**src/rtl/multicycle_ctrl_fsm_pkg.sv**
```systemverilog
// Shared encodings for the multicycle MIPS-subset control FSM.
// Opcodes, functs, state enum, datapath mux selects and op class.
package multicycle_ctrl_fsm_pkg;

   localparam logic [5:0] OP_RTYPE = 6'h00;
   localparam logic [5:0] OP_J     = 6'h02;
   localparam logic [5:0] OP_JAL   = 6'h03;
   localparam logic [5:0] OP_BEQ   = 6'h04;
   localparam logic [5:0] OP_BNE   = 6'h05;
   localparam logic [5:0] OP_ADDI  = 6'h08;
   localparam logic [5:0] OP_XORI  = 6'h0E;
   localparam logic [5:0] OP_LW    = 6'h23;
   localparam logic [5:0] OP_SW    = 6'h2B;

   localparam logic [5:0] FN_JR  = 6'h08;
   localparam logic [5:0] FN_ADD = 6'h20;
   localparam logic [5:0] FN_SUB = 6'h22;
   localparam logic [5:0] FN_SLT = 6'h2A;

   typedef enum logic [2:0] {
      S_FETCH,
      S_DECODE,
      S_EXEC,
      S_MEM,
      S_WB,
      S_TRAP
   } state_e;

   typedef enum logic [1:0] {
      PC_ALU,
      PC_ALUOUT,
      PC_JUMP,
      PC_RS
   } pc_src_e;

   typedef enum logic [1:0] {
      B_RT,
      B_FOUR,
      B_IMM,
      B_IMM_SH2
   } alu_src_b_e;

   typedef enum logic [2:0] {
      ALU_ADD = 3'd0,
      ALU_SUB = 3'd1,
      ALU_XOR = 3'd2,
      ALU_SLT = 3'd3
   } alu_op_e;

   typedef enum logic [1:0] {
      DST_RT,
      DST_RD,
      DST_R31
   } reg_dst_e;

   typedef enum logic [1:0] {
      SRC_ALUOUT,
      SRC_MDR,
      SRC_PC
   } reg_src_e;

   // One-hot instruction class; all zero means illegal.
   typedef struct packed {
      logic lw;
      logic sw;
      logic j;
      logic jal;
      logic beq;
      logic bne;
      logic xori;
      logic addi;
      logic add;
      logic sub;
      logic slt;
      logic jr;
   } op_t;

   function automatic logic is_rtype_alu(op_t o);
      return o.add | o.sub | o.slt;
   endfunction

   function automatic logic is_mem(op_t o);
      return o.lw | o.sw;
   endfunction

endpackage

```
**src/rtl/multicycle_ctrl_fsm_if.sv**
```systemverilog
// Instruction/handshake inputs and datapath control outputs.
// master = controller side, slave = datapath/memory side.
interface multicycle_ctrl_fsm_if #(
   parameter int COUNT_W = 32
);
   logic [31:0]        instr;
   logic               mem_ready;
   logic               mem_req;
   logic               mem_addr_sel;
   logic               mem_we;
   logic               ir_we;
   logic               pc_we;
   logic [1:0]         pc_src;
   logic               alu_src_a;
   logic [1:0]         alu_src_b;
   logic               alu_src_b_zext;
   logic [2:0]         alu_op;
   logic               branch_en;
   logic               branch_ne;
   logic               reg_we;
   logic [1:0]         reg_dst;
   logic [1:0]         reg_src;
   logic               illegal;
   logic [COUNT_W-1:0] cycle_count;
   logic [COUNT_W-1:0] instr_count;

   modport master (
      input  instr, mem_ready,
      output mem_req, mem_addr_sel, mem_we, ir_we, pc_we, pc_src,
      output alu_src_a, alu_src_b, alu_src_b_zext, alu_op,
      output branch_en, branch_ne, reg_we, reg_dst, reg_src,
      output illegal, cycle_count, instr_count
   );

   modport slave (
      output instr, mem_ready,
      input  mem_req, mem_addr_sel, mem_we, ir_we, pc_we, pc_src,
      input  alu_src_a, alu_src_b, alu_src_b_zext, alu_op,
      input  branch_en, branch_ne, reg_we, reg_dst, reg_src,
      input  illegal, cycle_count, instr_count
   );

endinterface

```
**src/rtl/multicycle_ctrl_fsm_op_decode.sv**
```systemverilog
// Instruction classifier: one-hot op class plus illegal flag.
// R-type funct is only looked at when the opcode is zero.
module multicycle_op_decode
   import multicycle_ctrl_fsm_pkg::*;
(
   input  logic [31:0] instr,
   output op_t         op,
   output logic        illegal
);

   logic [5:0] opc;
   logic [5:0] fn;
   logic       unused_bits;

   assign opc         = instr[31:26];
   assign fn          = instr[5:0];
   assign unused_bits = ^instr[25:6];

   always_comb begin
      op = '0;
      unique case (1'b1)
         (opc == OP_LW):   op.lw   = 1'b1;
         (opc == OP_SW):   op.sw   = 1'b1;
         (opc == OP_J):    op.j    = 1'b1;
         (opc == OP_JAL):  op.jal  = 1'b1;
         (opc == OP_BEQ):  op.beq  = 1'b1;
         (opc == OP_BNE):  op.bne  = 1'b1;
         (opc == OP_XORI): op.xori = 1'b1;
         (opc == OP_ADDI): op.addi = 1'b1;
         (opc == OP_RTYPE && fn == FN_ADD): op.add = 1'b1;
         (opc == OP_RTYPE && fn == FN_SUB): op.sub = 1'b1;
         (opc == OP_RTYPE && fn == FN_SLT): op.slt = 1'b1;
         (opc == OP_RTYPE && fn == FN_JR):  op.jr  = 1'b1;
         default: ;
      endcase
   end

   assign illegal = ~|op;

endmodule

```
**src/rtl/multicycle_ctrl_fsm.sv**
```systemverilog
// Multicycle MIPS-subset control FSM with memory wait states,
// illegal-opcode trap and cycle/retired-instruction counters.
module multicycle_ctrl_fsm
   import multicycle_ctrl_fsm_pkg::*;
#(
   parameter int COUNT_W       = 32,
   parameter bit MEM_HANDSHAKE = 1'b1
) (
   input  logic clk,
   input  logic reset,
   multicycle_ctrl_fsm_if.master bus
);

   state_e             state;
   state_e             nxt;
   op_t                op;
   logic               bad;
   logic               rdy;
   logic               retire;
   logic [COUNT_W-1:0] cyc_q;
   logic [COUNT_W-1:0] ret_q;

   logic       mem_req;
   logic       addr_sel;
   logic       mem_we;
   logic       ir_we;
   logic       pc_we;
   pc_src_e    pc_src;
   logic       src_a;
   alu_src_b_e src_b;
   logic       zext;
   alu_op_e    alu_op;
   logic       br_en;
   logic       br_ne;
   logic       reg_we;
   reg_dst_e   reg_dst;
   reg_src_e   reg_src;
   logic       trap;

   multicycle_op_decode u_dec (
      .instr   (bus.instr),
      .op      (op),
      .illegal (bad)
   );

   assign rdy = MEM_HANDSHAKE ? bus.mem_ready : 1'b1;

   always_comb begin
      nxt = state;
      case (state)
         S_FETCH: begin
            if (rdy) nxt = S_DECODE;
         end
         S_DECODE: begin
            if (op.j | op.jal) nxt = S_FETCH;
            else if (bad)      nxt = S_TRAP;
            else               nxt = S_EXEC;
         end
         S_EXEC: begin
            if (op.beq | op.bne | op.jr) nxt = S_FETCH;
            else if (is_mem(op))         nxt = S_MEM;
            else                         nxt = S_WB;
         end
         S_MEM: begin
            if (rdy) nxt = op.lw ? S_WB : S_FETCH;
         end
         S_WB:    nxt = S_FETCH;
         S_TRAP:  nxt = S_TRAP;
         default: nxt = S_FETCH;
      endcase
   end

   assign retire = (nxt == S_FETCH) &&
                   (state != S_FETCH) && (state != S_TRAP);

   always_ff @(posedge clk) begin
      if (reset) begin
         state <= S_FETCH;
         cyc_q <= '0;
         ret_q <= '0;
      end else begin
         state <= nxt;
         cyc_q <= cyc_q + COUNT_W'(1);
         if (retire) ret_q <= ret_q + COUNT_W'(1);
      end
   end

   always_comb begin
      mem_req  = 1'b0;
      addr_sel = 1'b0;
      mem_we   = 1'b0;
      ir_we    = 1'b0;
      pc_we    = 1'b0;
      pc_src   = PC_ALU;
      src_a    = 1'b0;
      src_b    = B_RT;
      zext     = 1'b0;
      alu_op   = ALU_ADD;
      br_en    = 1'b0;
      br_ne    = 1'b0;
      reg_we   = 1'b0;
      reg_dst  = DST_RT;
      reg_src  = SRC_ALUOUT;
      trap     = 1'b0;
      case (state)
         S_FETCH: begin
            mem_req = 1'b1;
            src_b   = B_FOUR;
            ir_we   = rdy;
            pc_we   = rdy;
         end
         S_DECODE: begin
            // ALUOut captures the branch target speculatively
            src_b = B_IMM_SH2;
            if (op.j | op.jal) begin
               pc_we  = 1'b1;
               pc_src = PC_JUMP;
            end
            if (op.jal) begin
               reg_we  = 1'b1;
               reg_dst = DST_R31;
               reg_src = SRC_PC;
            end
         end
         S_EXEC: begin
            unique case (1'b1)
               (op.beq | op.bne): begin
                  src_a  = 1'b1;
                  alu_op = ALU_SUB;
                  br_en  = 1'b1;
                  br_ne  = op.bne;
                  pc_src = PC_ALUOUT;
               end
               op.jr: begin
                  pc_we  = 1'b1;
                  pc_src = PC_RS;
               end
               (is_mem(op) | op.addi): begin
                  src_a = 1'b1;
                  src_b = B_IMM;
               end
               op.xori: begin
                  src_a  = 1'b1;
                  src_b  = B_IMM;
                  zext   = 1'b1;
                  alu_op = ALU_XOR;
               end
               is_rtype_alu(op): begin
                  src_a  = 1'b1;
                  alu_op = op.sub ? ALU_SUB :
                           op.slt ? ALU_SLT : ALU_ADD;
               end
               default: ;
            endcase
         end
         S_MEM: begin
            mem_req  = 1'b1;
            addr_sel = 1'b1;
            mem_we   = op.sw;
         end
         S_WB: begin
            reg_we = 1'b1;
            if (op.lw)                 reg_src = SRC_MDR;
            else if (is_rtype_alu(op)) reg_dst = DST_RD;
         end
         S_TRAP:  trap = 1'b1;
         default: ;
      endcase
   end

   // Strobes are killed in the reset cycle so an aborted op has no effect
   assign bus.mem_req        = mem_req & ~reset;
   assign bus.mem_we         = mem_we  & ~reset;
   assign bus.ir_we          = ir_we   & ~reset;
   assign bus.pc_we          = pc_we   & ~reset;
   assign bus.reg_we         = reg_we  & ~reset;
   assign bus.branch_en      = br_en   & ~reset;
   assign bus.mem_addr_sel   = addr_sel;
   assign bus.pc_src         = pc_src;
   assign bus.alu_src_a      = src_a;
   assign bus.alu_src_b      = src_b;
   assign bus.alu_src_b_zext = zext;
   assign bus.alu_op         = alu_op;
   assign bus.branch_ne      = br_ne;
   assign bus.reg_dst        = reg_dst;
   assign bus.reg_src        = reg_src;
   assign bus.illegal        = trap;
   assign bus.cycle_count    = cyc_q;
   assign bus.instr_count    = ret_q;

endmodule

```
**src/flat_wrapper.sv**
```systemverilog
// flat-port wrapper written by rule: the top's interface ports become plain ports
module multicycle_ctrl_fsm_flat import multicycle_ctrl_fsm_pkg::*;
#(
   parameter int COUNT_W       = 32,
   parameter bit MEM_HANDSHAKE = 1'b1
)
  (clk, reset, bus_instr, bus_mem_ready, bus_mem_req, bus_mem_addr_sel, bus_mem_we, bus_ir_we, bus_pc_we, bus_pc_src, bus_alu_src_a, bus_alu_src_b, bus_alu_src_b_zext, bus_alu_op, bus_branch_en, bus_branch_ne, bus_reg_we, bus_reg_dst, bus_reg_src, bus_illegal, bus_cycle_count, bus_instr_count);
  multicycle_ctrl_fsm_if #(.COUNT_W(COUNT_W)) bus_i ();
  input  logic clk;
  input  logic reset;
  input wire logic [$bits(bus_i.instr)-1:0] bus_instr;
  input wire logic [$bits(bus_i.mem_ready)-1:0] bus_mem_ready;
  output wire logic [$bits(bus_i.mem_req)-1:0] bus_mem_req;
  output wire logic [$bits(bus_i.mem_addr_sel)-1:0] bus_mem_addr_sel;
  output wire logic [$bits(bus_i.mem_we)-1:0] bus_mem_we;
  output wire logic [$bits(bus_i.ir_we)-1:0] bus_ir_we;
  output wire logic [$bits(bus_i.pc_we)-1:0] bus_pc_we;
  output wire logic [$bits(bus_i.pc_src)-1:0] bus_pc_src;
  output wire logic [$bits(bus_i.alu_src_a)-1:0] bus_alu_src_a;
  output wire logic [$bits(bus_i.alu_src_b)-1:0] bus_alu_src_b;
  output wire logic [$bits(bus_i.alu_src_b_zext)-1:0] bus_alu_src_b_zext;
  output wire logic [$bits(bus_i.alu_op)-1:0] bus_alu_op;
  output wire logic [$bits(bus_i.branch_en)-1:0] bus_branch_en;
  output wire logic [$bits(bus_i.branch_ne)-1:0] bus_branch_ne;
  output wire logic [$bits(bus_i.reg_we)-1:0] bus_reg_we;
  output wire logic [$bits(bus_i.reg_dst)-1:0] bus_reg_dst;
  output wire logic [$bits(bus_i.reg_src)-1:0] bus_reg_src;
  output wire logic [$bits(bus_i.illegal)-1:0] bus_illegal;
  output wire logic [$bits(bus_i.cycle_count)-1:0] bus_cycle_count;
  output wire logic [$bits(bus_i.instr_count)-1:0] bus_instr_count;
  assign bus_i.instr = bus_instr;
  assign bus_i.mem_ready = bus_mem_ready;
  assign bus_mem_req = bus_i.mem_req;
  assign bus_mem_addr_sel = bus_i.mem_addr_sel;
  assign bus_mem_we = bus_i.mem_we;
  assign bus_ir_we = bus_i.ir_we;
  assign bus_pc_we = bus_i.pc_we;
  assign bus_pc_src = bus_i.pc_src;
  assign bus_alu_src_a = bus_i.alu_src_a;
  assign bus_alu_src_b = bus_i.alu_src_b;
  assign bus_alu_src_b_zext = bus_i.alu_src_b_zext;
  assign bus_alu_op = bus_i.alu_op;
  assign bus_branch_en = bus_i.branch_en;
  assign bus_branch_ne = bus_i.branch_ne;
  assign bus_reg_we = bus_i.reg_we;
  assign bus_reg_dst = bus_i.reg_dst;
  assign bus_reg_src = bus_i.reg_src;
  assign bus_illegal = bus_i.illegal;
  assign bus_cycle_count = bus_i.cycle_count;
  assign bus_instr_count = bus_i.instr_count;
  multicycle_ctrl_fsm #(.COUNT_W(COUNT_W), .MEM_HANDSHAKE(MEM_HANDSHAKE)) u_core (.clk(clk), .reset(reset), .bus(bus_i));
endmodule
```
**config.mk**
```make
export PLATFORM = sky130hd
export DESIGN_NAME = multicycle_ctrl_fsm_flat
export DESIGN_NICKNAME = d
export VERILOG_FILES = /design/src/rtl/multicycle_ctrl_fsm_pkg.sv /design/src/rtl/multicycle_ctrl_fsm_if.sv /design/src/rtl/multicycle_ctrl_fsm_op_decode.sv /design/src/rtl/multicycle_ctrl_fsm.sv /design/src/flat_wrapper.sv
export SDC_FILE = /design/constraint.sdc
export NUM_CORES = 1
export LEC_CHECK = 0
export ABC_AREA = 1
export CORE_MARGIN = 2
export CORE_UTILIZATION = 52
export CTS_CLUSTER_SIZE = 8
export DETAILED_ROUTE_END_ITERATION = 16
export PLACE_DENSITY = 0.87
export SYNTH_ARGS = -nofsm -noshare
export SYNTH_HDL_FRONTEND = slang
export SYNTH_SLANG_ARGS = --single-unit
```
**constraint.sdc**
```tcl
create_clock -name clk -period 3 [get_ports clk]
set_input_delay 0.3 -clock clk [delete_from_list [all_inputs] [get_ports clk]]
set_output_delay 0.3 -clock clk [all_outputs]
set_load 0.02 [all_outputs]
```
==> impl_metrics.ini <==
[placed_design]
portBuffers = 99
postPlaceCellArea_um2 = 5130
place.gp.congestion = 0.954
pre_cts_slack_ns = 0.378
place_hpwl_um = 8350

[pwr]
power.share.clock_pct = 41.4
p_comb_share_pct = 14.1
p_sw_share_pct = 27.4
powerDensity_nw_per_um2 = 383
ir_worst_vdd_mv = 0.240
pwr-share-seq_pct = 44.5
p_leak_nw = 1.92
internal_power_mw = 1.49
p_switching_uw = 562

[timing]
period_minus_slack_ns = 2.64
finalMaxSlewViolations = 0
worstMarginPinSlew_ns = 0.598
relSlewSlack_pct = 60.0
rsz0062_at_grt = no
fin_tns_setup_ns = 0
finalClockSkew_ns = 0.00965
period_share_pct = 88.2
finalHoldViolCount = 0
setup_viol_count_final = 0
worst_slack_ns = 0.355
max_freq_mhz = 378

[logic_synthesis]
synthSimpleGateAreaFrac_pct = 40.9
yosys_warnings = 0
ys_seq_area_share_pct = 32.6
ys_ff_latch = 67
synth_top_family_by_area = simple AND/OR/NAND/NOR gates
synthArstFlopShare_pct = 0
synth-compound-area-share_pct = 9.26
synth_area_um2 = 4120
synthXorXnorAreaFrac_pct = 7.23
synth_ff_type = dfxtp_1
syn_inst = 630
avgSynthCellArea_um2 = 6.54
synth.area.mux_share_pct = 0
synth_edf_count = 0
synth_cell_types = 34
mappedNetlistNets = 667
synthAdderAreaFrac_pct = 0.607

[clock_network]
postCtsSetupBuffers = 0
cts.clk_slew.worst_paths_ns = 0.08
clock_sinks = 67
cts_buffers = 9
holdBufCountCts = 0
htreeDepth = 3
post_cts_resized = 0
clockBufferDepth = 2
insertion_delay_ns = 0.35
clock-root-buffer = clkbuf_8
cts_tree = built

[final_layout]
area_growth_syn_to_layout_pct = 30.1
final_common_cell = nand2_1
num-fill-cells = 651
drive_gt1_share_pct = 6.03
n_antenna_cell = 0
layout.nets = 762
mostFrequentLayoutCells = 143 x nand2_1, 98 x clkdlybuf4s50_1, 84 x nor2_1, 67 x dfxtp_1, 65 x inv_1
design_area_um2 = 5360

[floorplan]
die_width_um = 93.0
die_h_um = 93.0
core_area_um2 = 7690
die-area_um2 = 8650
initial_utilization_pct = 53.6
io_pins = 121
row_count = 32

[global_routing]
grt_max_degree = 43
grt_pass1_wl_um = 18700
gr-total-overflow = 0
grt_pass1_vias = 4116
grt_use_total_pct = 26.3
antenna_found_initial = 0

[hold_path]
worstHoldPathType = in -> reg
min_path_cells = 2

[setup_path]
critical_path_class = reg -> out
crit_required_ns = 2.70
end_kind = output port
startpoint_type = flip-flop
worstRegToRegCells = 12
crit_arrival_ns = 2.34
cp_max_fo = 6

[route]
drt_iter0_drc = 240
ant_nets = 0
post_drt_wl_per_cell_um = 13.5
via_per_inst = 5.42
drt-total-wl_um = 11200
drc = 0
drtPass1Iterations = 5
num_vias = 4509

[status]
status = finished clean

[flow_run]
maxCapViolations = 0
-- metal layers --
metal / wire (µm) / GRT usage [%]
met1: 4660 / 31.3
met2: 5610 / 46.1
met3: 662 / 5.08
met4: 298 / 11.0
met5: 0 / 0
-- kinds of logic after synthesis --
group | after synthesis
and+or+nand+nor | 368
buffers and inverters | 86
AOI/OAI and AO/OA | 72
DFF | 67
xor gates and xnor gates | 34
adders and majority gates | 2
other | 1
-- sequential cells by signal (all words and copies together), names as in the netlist --
| name | flops |
|---|---|
| u_core.bus.cycle_count | 32 |
| u_core.bus.instr_count | 32 |
| u_core.state | 3 |
-- power by group through the flow --
stage          combinational, mW  sequential (mW)  clock (mW)
2_1_floorplan              0.210            0.938           0
3_3_place_gp               0.278            0.932           0
3_5_place_dp               0.285            0.933           0
4_1_cts                    0.287            0.913       0.864
5_1_grt                    0.313            0.914       0.901
6_report                   0.289            0.913       0.848
-- layout make-up --
type,count,area (µm²),share of cell area (%)
Multi-Input combinational cell,477,2390,44.6
Sequential cell,67,1340,25.0
Timing Repair Buffer,104,1020,19.1
Inverter,66,248,4.62
Clock buffer,10,138,2.57
Tap cell,102,128,2.38
Clock inverter,6,88.8,1.66
-- synth_stat cells (6+ instances only) --
master	count	share of area, %
nand3_1	60	7.3
nand2_1	143	13
nand4_1	15	2.3
nor3_1	30	3.6
nor2_1	84	7.7
xnor2_1	12	2.6
buf_6	6	1.6
clkbuf_1	9	0.82
o21ai_0	10	1.2
dfxtp_1	67	33
xor2_1	22	4.7
a21oi_1	53	6.4
inv_1	65	5.9
-- critical path: stages (launching register included) --
cell and delay (ns):
dfxtp_1 0.46, inv_1 0.10, nor3_2 0.36, nand4_1 0.25, nand3_1 0.15, nand2_1 0.05, inv_1 0.05, clkdlybuf4s50_1 0.59
-- path summary, 6_finish.rpt --
| path | to | slack [ns] | from |
|---|---|---|---|
| setup / recovery | bus_pc_we | 0.36 | u_core.state[0]$_SDFF_PP0_ |
| hold / removal | u_core.bus.cycle_count[15]$_SDFF_PP0_ | 0.39 | reset |
| setup reg to reg | u_core.bus.cycle_count[26]$_SDFF_PP0_ | 0.80 | u_core.bus.cycle_count[0]$_SDFF_PP0_ |
| hold reg to reg | u_core.bus.cycle_count[0]$_SDFF_PP0_ | 0.48 | u_core.bus.cycle_count[0]$_SDFF_PP0_ |
-- metrics by stage --
stage	hold slack, ns	std cells	total power [mW]	utilization [%]
final	0.393	832	2.05	69.7
after global routing	0.406	832	2.13	69.7
after CTS	0.387	832	2.06	69.7
after detailed placement	0.469	816	1.22	66.8
after global placement	0.447	816	1.21	66.8
after floorplan	0.519	630	1.15	-
Power figures use the tool's default switching activity.
